**src/rtl/count_ctrl.sv**
```systemverilog
// Start-button countdown controller: synchronizes and debounces a push-button,
// then counts 5..0 at one digit per prescaler tick, holds at 0, and returns to idle.
module count_ctrl #(
    parameter int TICK_DIV   = 1000,
    parameter int DEB_CYC    = 20,
    parameter int HOLD_TICKS = 3
) (
    input  logic       clk,
    input  logic       rst,
    input  logic       st,
    output logic [2:0] num,
    output logic       running,
    output logic       done
);

    localparam int PW = (TICK_DIV > 1) ? $clog2(TICK_DIV) : 1;
    localparam int DW = (DEB_CYC > 1) ? $clog2(DEB_CYC + 1) : 1;
    localparam int HW = (HOLD_TICKS > 1) ? $clog2(HOLD_TICKS + 1) : 1;

    localparam logic [2:0] NUM_IDLE  = 3'd6;
    localparam logic [2:0] NUM_START = 3'd5;

    typedef enum logic [1:0] {
        IDLE  = 2'd0,
        COUNT = 2'd1,
        HOLD  = 2'd2
    } state_t;

    // ------------------------------------------------------------------
    // Button front end: synchronizer, debouncer, rising-edge press pulse
    // ------------------------------------------------------------------
    logic [1:0]    sync_q;
    logic [1:0]    sync_vld;
    logic          st_s;
    logic [DW-1:0] deb_cnt;
    logic          deb;
    logic          deb_prev;
    logic          armed;
    logic          press;

    assign st_s = sync_q[1];

    // NOTE: every clocked process uses non-blocking assignments so all flops
    // sample the pre-edge values, independent of process ordering.
    always_ff @(posedge clk or posedge rst) begin
        if (rst) begin
            sync_q   <= '0;
            sync_vld <= '0;
        end else begin
            sync_q   <= {sync_q[0], st};
            sync_vld <= {sync_vld[0], 1'b1};
        end
    end

    always_ff @(posedge clk or posedge rst) begin
        if (rst) begin
            deb_cnt <= '0;
            deb     <= 1'b0;
        end else if (st_s == deb) begin
            deb_cnt <= '0;
        end else if (deb_cnt == DW'(DEB_CYC - 1)) begin
            deb     <= st_s;
            deb_cnt <= '0;
        end else begin
            deb_cnt <= deb_cnt + DW'(1);
        end
    end

    // armed is set only once a real (post-reset) low level has been seen, so a
    // button held through reset cannot masquerade as a fresh press.
    always_ff @(posedge clk or posedge rst) begin
        if (rst) begin
            deb_prev <= 1'b0;
            armed    <= 1'b0;
            press    <= 1'b0;
        end else begin
            deb_prev <= deb;
            armed    <= armed | (sync_vld[1] & ~st_s & ~deb);
            press    <= deb & ~deb_prev & armed;
        end
    end

    // ------------------------------------------------------------------
    // Countdown FSM with prescaler and hold counter
    // ------------------------------------------------------------------
    state_t        state;
    state_t        state_nx;
    logic [2:0]    num_nx;
    logic          running_nx;
    logic          done_nx;
    logic [PW-1:0] pre_cnt;
    logic [PW-1:0] pre_nx;
    logic [HW-1:0] hold_cnt;
    logic [HW-1:0] hold_nx;
    logic          tick;

    assign tick = (state != IDLE) && (pre_cnt == PW'(TICK_DIV - 1));

    // NOTE: every signal driven here gets a default first, so no path through
    // the case statement can leave one unassigned and infer a latch.
    always_comb begin
        state_nx   = state;
        num_nx     = num;
        running_nx = running;
        done_nx    = 1'b0;
        pre_nx     = tick ? '0 : pre_cnt + PW'(1);
        hold_nx    = hold_cnt;

        case (state)
            IDLE: begin
                num_nx     = NUM_IDLE;
                running_nx = 1'b0;
                pre_nx     = '0;
                if (press) begin
                    state_nx   = COUNT;
                    num_nx     = NUM_START;
                    running_nx = 1'b1;
                end
            end

            COUNT: begin
                running_nx = 1'b1;
                if (press) begin
                    num_nx = NUM_START;
                    pre_nx = '0;
                end else if (tick) begin
                    if (num <= 3'd1) begin
                        state_nx   = HOLD;
                        num_nx     = 3'd0;
                        running_nx = 1'b0;
                        done_nx    = 1'b1;
                        hold_nx    = '0;
                    end else begin
                        num_nx = num - 3'd1;
                    end
                end
            end

            HOLD: begin
                num_nx     = 3'd0;
                running_nx = 1'b0;
                if (tick) begin
                    if (hold_cnt == HW'(HOLD_TICKS - 1)) begin
                        state_nx = IDLE;
                        num_nx   = NUM_IDLE;
                        pre_nx   = '0;
                        hold_nx  = '0;
                    end else begin
                        hold_nx = hold_cnt + HW'(1);
                    end
                end
            end

            default: begin
                state_nx   = IDLE;
                num_nx     = NUM_IDLE;
                running_nx = 1'b0;
                pre_nx     = '0;
                hold_nx    = '0;
            end
        endcase
    end

    // NOTE: reset is asynchronous, so outputs go to their idle values the
    // moment rst rises rather than waiting for the next clock edge.
    always_ff @(posedge clk or posedge rst) begin
        if (rst) begin
            state    <= IDLE;
            num      <= NUM_IDLE;
            running  <= 1'b0;
            done     <= 1'b0;
            pre_cnt  <= '0;
            hold_cnt <= '0;
        end else begin
            state    <= state_nx;
            num      <= num_nx;
            running  <= running_nx;
            done     <= done_nx;
            pre_cnt  <= pre_nx;
            hold_cnt <= hold_nx;
        end
    end

endmodule

```
**config.mk**
```make
export PLATFORM = sky130hd
export DESIGN_NAME = count_ctrl
export DESIGN_NICKNAME = d
export VERILOG_FILES = /design/src/rtl/count_ctrl.sv
export SDC_FILE = /design/constraint.sdc
export NUM_CORES = 1
export LEC_CHECK = 0
export CORE_ASPECT_RATIO = 0.5
export CORE_UTILIZATION = 25
export CTS_BUF_LIST = sky130_fd_sc_hd__clkbuf_8
export DETAILED_ROUTE_END_ITERATION = 12
export HOLD_SLACK_MARGIN = 0.1
export SLEW_MARGIN = 0
export SYNTH_ARGS = -nofsm -noshare
export SYNTH_HDL_FRONTEND = slang
export SYNTH_SLANG_ARGS = --single-unit
```
**constraint.sdc**
```tcl
create_clock -name clk -period 1.7 [get_ports clk]
set_clock_uncertainty 0.05 [all_clocks]
set_input_delay 0.34 -clock clk [delete_from_list [all_inputs] [get_ports clk]]
set_output_delay 0.34 -clock clk [all_outputs]
set_load 0.005 [all_outputs]
```
**After elaboration in Yosys (flattened, before gate mapping)**

Cells that the tools add are included.

- Flip-flop bits (word level): 32
- Input port bits: 3
- Output and inout port bits: 5
- Word-level logic and storage cells: 83

- $add $sub $neg: 4
- Order comparisons: 1
- Eq/ne operators: 13
- Muxes and demuxes: 36
- Bitwise operators: 10
- Reduce and logical (&&, ||, !) cells: 6

Operators with widths:

| cell | number |
|---|---|
| $mux 10 | 4 |
| $mux 2 | 12 |
| $pmux 10 s2 | 1 |
| $mux 3 | 5 |
| $ne 2x2->1 const B | 6 |
| $pmux 2 s3 | 2 |
| $add 10x1->10 const B | 1 |
| $eq 10x10->1 const B | 1 |
| $mux 5 | 2 |
| $pmux 3 s3 | 1 |
| $mux 1 | 8 |
| $reduce_and 6->1 | 1 |
| $add 5x1->5 const B | 1 |
| $eq 5x5->1 const B | 1 |
| $not 1->1 | 5 |
| $reduce_and 5->1 | 1 |
| $and 1x1->1 | 4 |
| $eq 2x2->1 const B | 2 |
| $le 3x1->1 const B | 1 |
| $ne 3x3->1 const B | 1 |
| $sub 3x1->3 const B | 1 |
| $add 2x1->2 const B | 1 |
| $eq 2x1->1 const B | 1 |
| $logic_not 2->1 | 1 |
| other kinds (6) | 6 |

**Logic depth before layout (Yosys ltp)**

- Depth after elaboration: 6
- Mapped depth: 6
- Gate-level depth less buffers: 6

**Least setup slack after synthesis**

No wires, ideal clock.

- Path type: reg-to-reg
- From: reg state[0]
- To: reg hold_cnt[0]
- Setup time: 128 ps
- Arrival time: 1682 ps
- Required time: 1522 ps
- Setup slack: -159 ps
- Stages on the path, launching flop included: 7
- Path buffers: 0
- Clock period less this slack: 1859 ps
- Path through: dfrtp_1 -> inv_1 -> ha_1 -> and4bb_4 -> a41oi_2 -> o21ai_2 -> mux2_1

- Longest elaborated chain between the ends: 4
- Elaborated cells on any way between the ends: 12
- Classes of those cells: 6 x eq/ne; 1 x mux; 1 x bitwise; 4 x reduce/logical

Ends and longest elaborated chain:

| item | line | text |
|---|---|---|
| start, declared | 86 | `state_t state;` |
| start signal, assigned | 175 | `state <= state_nx;` |
| $reduce_bool 2->1 | 97 | `assign tick = (state != IDLE) && (pre_cnt == PW'(TICK_DIV - 1));` |
| $logic_and 1x1->1 | 97 |  |
| $ne 2x2->1 (no source line) | n/a |  |
| $reduce_and 5->1 (no source line) | n/a |  |
| end signal, assigned | 180 | `hold_cnt <= hold_nx;` |
| end, declared | 93 | `logic [HW-1:0] hold_cnt;` |

Parallel ways exist; a longest one is shown, timed or not.
A chain may end at the register's enable or synchronous reset.

**Final worst setup path**

- From: reg state[0]
- To: reg hold_cnt[1]

The elaborated chain is that of the path after synthesis.

==> results.toml <==
[setup_path]
max_stage_delay_ns = 0.36
path_max_fanout = 3
crit_buf_inv = 1
worstSetupStartpointType = "flip-flop"
worstPathRequired_ns = 1.82
critPathTopFamily = "simple AND/OR/NAND/NOR gates"
crit_type = "reg -> reg"
cp_cell_sequence = "inv_2 > ha_4 > and4bb_4 > nand4_1 > o21ai_2 > mux2_4"
slowest_stage = "dfrtp_1"
end_kind = "flip-flop"
arrival_ns = 1.86

[die]
die_h_um = 58.2
pin_count = 8
die_area_um2 = 6650
core_area_um2 = 6080
die_w_um = 114
start_util_pct = 25.9
placementRows = 20

[global_route]
grt_use_total_pct = 10.3
grt_overflow_total = 0
grt_pass1_vias = 1181
antenna_found_initial = 0
grt_max_degree = 33
grt_pass1_wl_mm = 5.28

[routing]
drcViolationCount = 0
vias_per_cell = 4.28
routedWlPerCell_um = 11.2
vias = 1164
drt-initial-drc-count = 27
drt_first_pass_iters = 4
drtAntennaViolNets = 0
wl_mm = 3.06

[timing]
post-route-min-period_ns = 1.75
fmax_mhz = 573
setup_violations = 6
setup_ws_ns = -0.0457
maxSlewHeadroom_pct = 66.1
timing.setup.tns_ns = -0.149
slew_violations = 0
worstMarginPinSlew_ns = 0.505
hold_viol_final = 0
min_period_over_period_pct = 103
rsz0062_at_grt = "true"

[flow_run]
maxCapViolCount = 0

[min_path]
worstHoldPathType = "reg -> reg"

[synthesis]
synth_seq_cells = 32
ys_async_sr_fraction_pct = 100
netlist_top_cells_area = "dfrtp_1 (48%), ha_1 (6.3%), nor2_1 (5.2%)"
synthAdderAreaFrac_pct = 6.35
synth_nets = 159
synth_top_family_by_area = "simple AND/OR/NAND/NOR gates"
synth.yosys.seq_area_share_pct = 51.0
synthCells = 148
yosys.area_share.simple_pct = 21.3
synth_area_um2 = 1580
synth_area_per_cell_um2 = 10.7
synth_top_area_share_pct = 47.6
synth_edf_count = 0
synth_compound_area_share_pct = 9.37
yosys_warnings = 0
synth.most_common_cell = "dfrtp_1"
ys.flop_type = "dfrtp_1"
synthTopCellsByCount = "dfrtp_1 (30), nor2_1 (22), inv_1 (12)"
ys_types = 39
muxShareOfSynthArea_pct = 2.86
yosysTopAreaCell = "dfrtp_1"
synth_xor_area_share_pct = 6.11

[final_layout]
seqCellArea_um2 = 805
final_core_utilization_pct = 34.5
multi_input_area_um2 = 810
area_growth_pct = 32.9
diodes = 0
fin_nets = 195
num-fill-cells = 609
layout-drive-gt1-share_pct = 29.3

[cts]
clk_latency_ns = 0.28
cts_root_buf = "clkbuf_8"
h-tree-depth = 2
clock_path_buffers = 2
cts.sinks = 32
cts_tree = "done"
clk_pin_slew_ns = 0.07
cts_buffers = 5

[power]
p_per_area_nw_per_um2 = 1200
p_leak_nw = 0.892
vdd.ir_drop.worst_mv = 0.329

[placement]
place_congestion = 0.763
port_buffers = 7
dp_hpwl_mm = 2.09

[outcome]
outcome = "complete, but fails checks"
violations = "negative setup slack"
## where the power goes
group	internal, mW	leakage [nW]	switching, mW
Sequential	0.869	0.415	0.0735
Clock	0.272	0.0452	0.270
Combinational	0.545	0.432	0.478
Total	1.69	0.892	0.821
## logic make-up (layout without fill, tap and decap cells)
family | after synthesis | after routing
XOR/XNOR | 11 | 11
buffers and inverters | 12 | 48
multiplexers | 4 | 4
AO/OA/AOI/OAI | 18 | 18
other | 1 | 1
adder cells (fa/ha/maj) | 8 | 8
flip-flops | 32 | 32
AND/OR/NAND/NOR | 62 | 62
## repair_timing
item                       in CTS  in global routing
gates resized for setup        10                 10
buffers inserted                1                  1
hold buffers                    0                  0
cloned                          0                  0
pin swaps                       2                  4
setup endpoints to repair       9                  8
## stage by stage
step	std cells	power, mW	hold slack [ns]	area [um2]	worst slack, ns
after floorplan	148	1.44	0.281	1590	-0.115
final	272	2.51	0.301	2100	-0.0457
after global routing	272	2.70	0.316	2100	-0.116
after CTS	271	2.44	0.303	2040	-0.0433
after detailed placement	263	1.83	0.289	1930	-0.0647
after global placement	263	1.82	0.283	1930	-0.0217
## metal layers
metal / routed length [um] / up-vias / part of all wire (%) / GRT usage [%]
met5: 0 / - / 0 / 0
met4: 34 / 0 / 1.1 / 4.45
met3: 76 / 5 / 2.5 / 2.51
met2: 1380 / 15 / 45 / 16.0
met1: 1570 / 567 / 51 / 13.9
li1: - / 577 / - / -
## final cells by class
cell class / instances / area share [%]
clock buffer: 5 / 3.28
clock inverter: 2 / 0.418
inverter: 12 / 2.15
multi-input combinational: 104 / 38.6
sequential: 32 / 38.4
tap: 88 / 5.25
timing repair buffer: 29 / 11.9
## placed cells by master (no fill, tap or decap), drive strengths merged, types with 3 or more instances in the layout
| master | instances |
|---|---|
| inv | 13 |
| o21ai | 4 |
| dfrtp | 30 |
| clkbuf | 5 |
| ha | 8 |
| mux2 | 4 |
| nand3 | 10 |
| nor2b | 3 |
| nor3 | 3 |
| buf | 22 |
| xnor2 | 9 |
| clkdlybuf4s50 | 5 |
| nand2 | 9 |
| nor2 | 22 |
## registers in the layout (all words and copies together), names as in the netlist
signal	cells
armed	1
deb	1
deb_cnt	5
deb_prev	1
done	1
hold_cnt	2
num	3
pre_cnt	10
press	1
running	1
state	2
sync_q	2
sync_vld	2
## worst paths after layout
check                                 start     endpoint  slack (ns)  cells past startpoint
worst max-delay path               state[0]  hold_cnt[1]       -0.05                      6
worst min-delay path            sync_vld[0]  sync_vld[1]        0.30                      0
worst max register to register     state[0]  hold_cnt[1]       -0.05                      6
worst min register to register  sync_vld[0]  sync_vld[1]        0.30                      0
max in group asynchronous               rst       num[2]        1.01                      3
min in group asynchronous               rst    sync_q[0]        0.34                      3
Power figures use the tool's default switching activity.
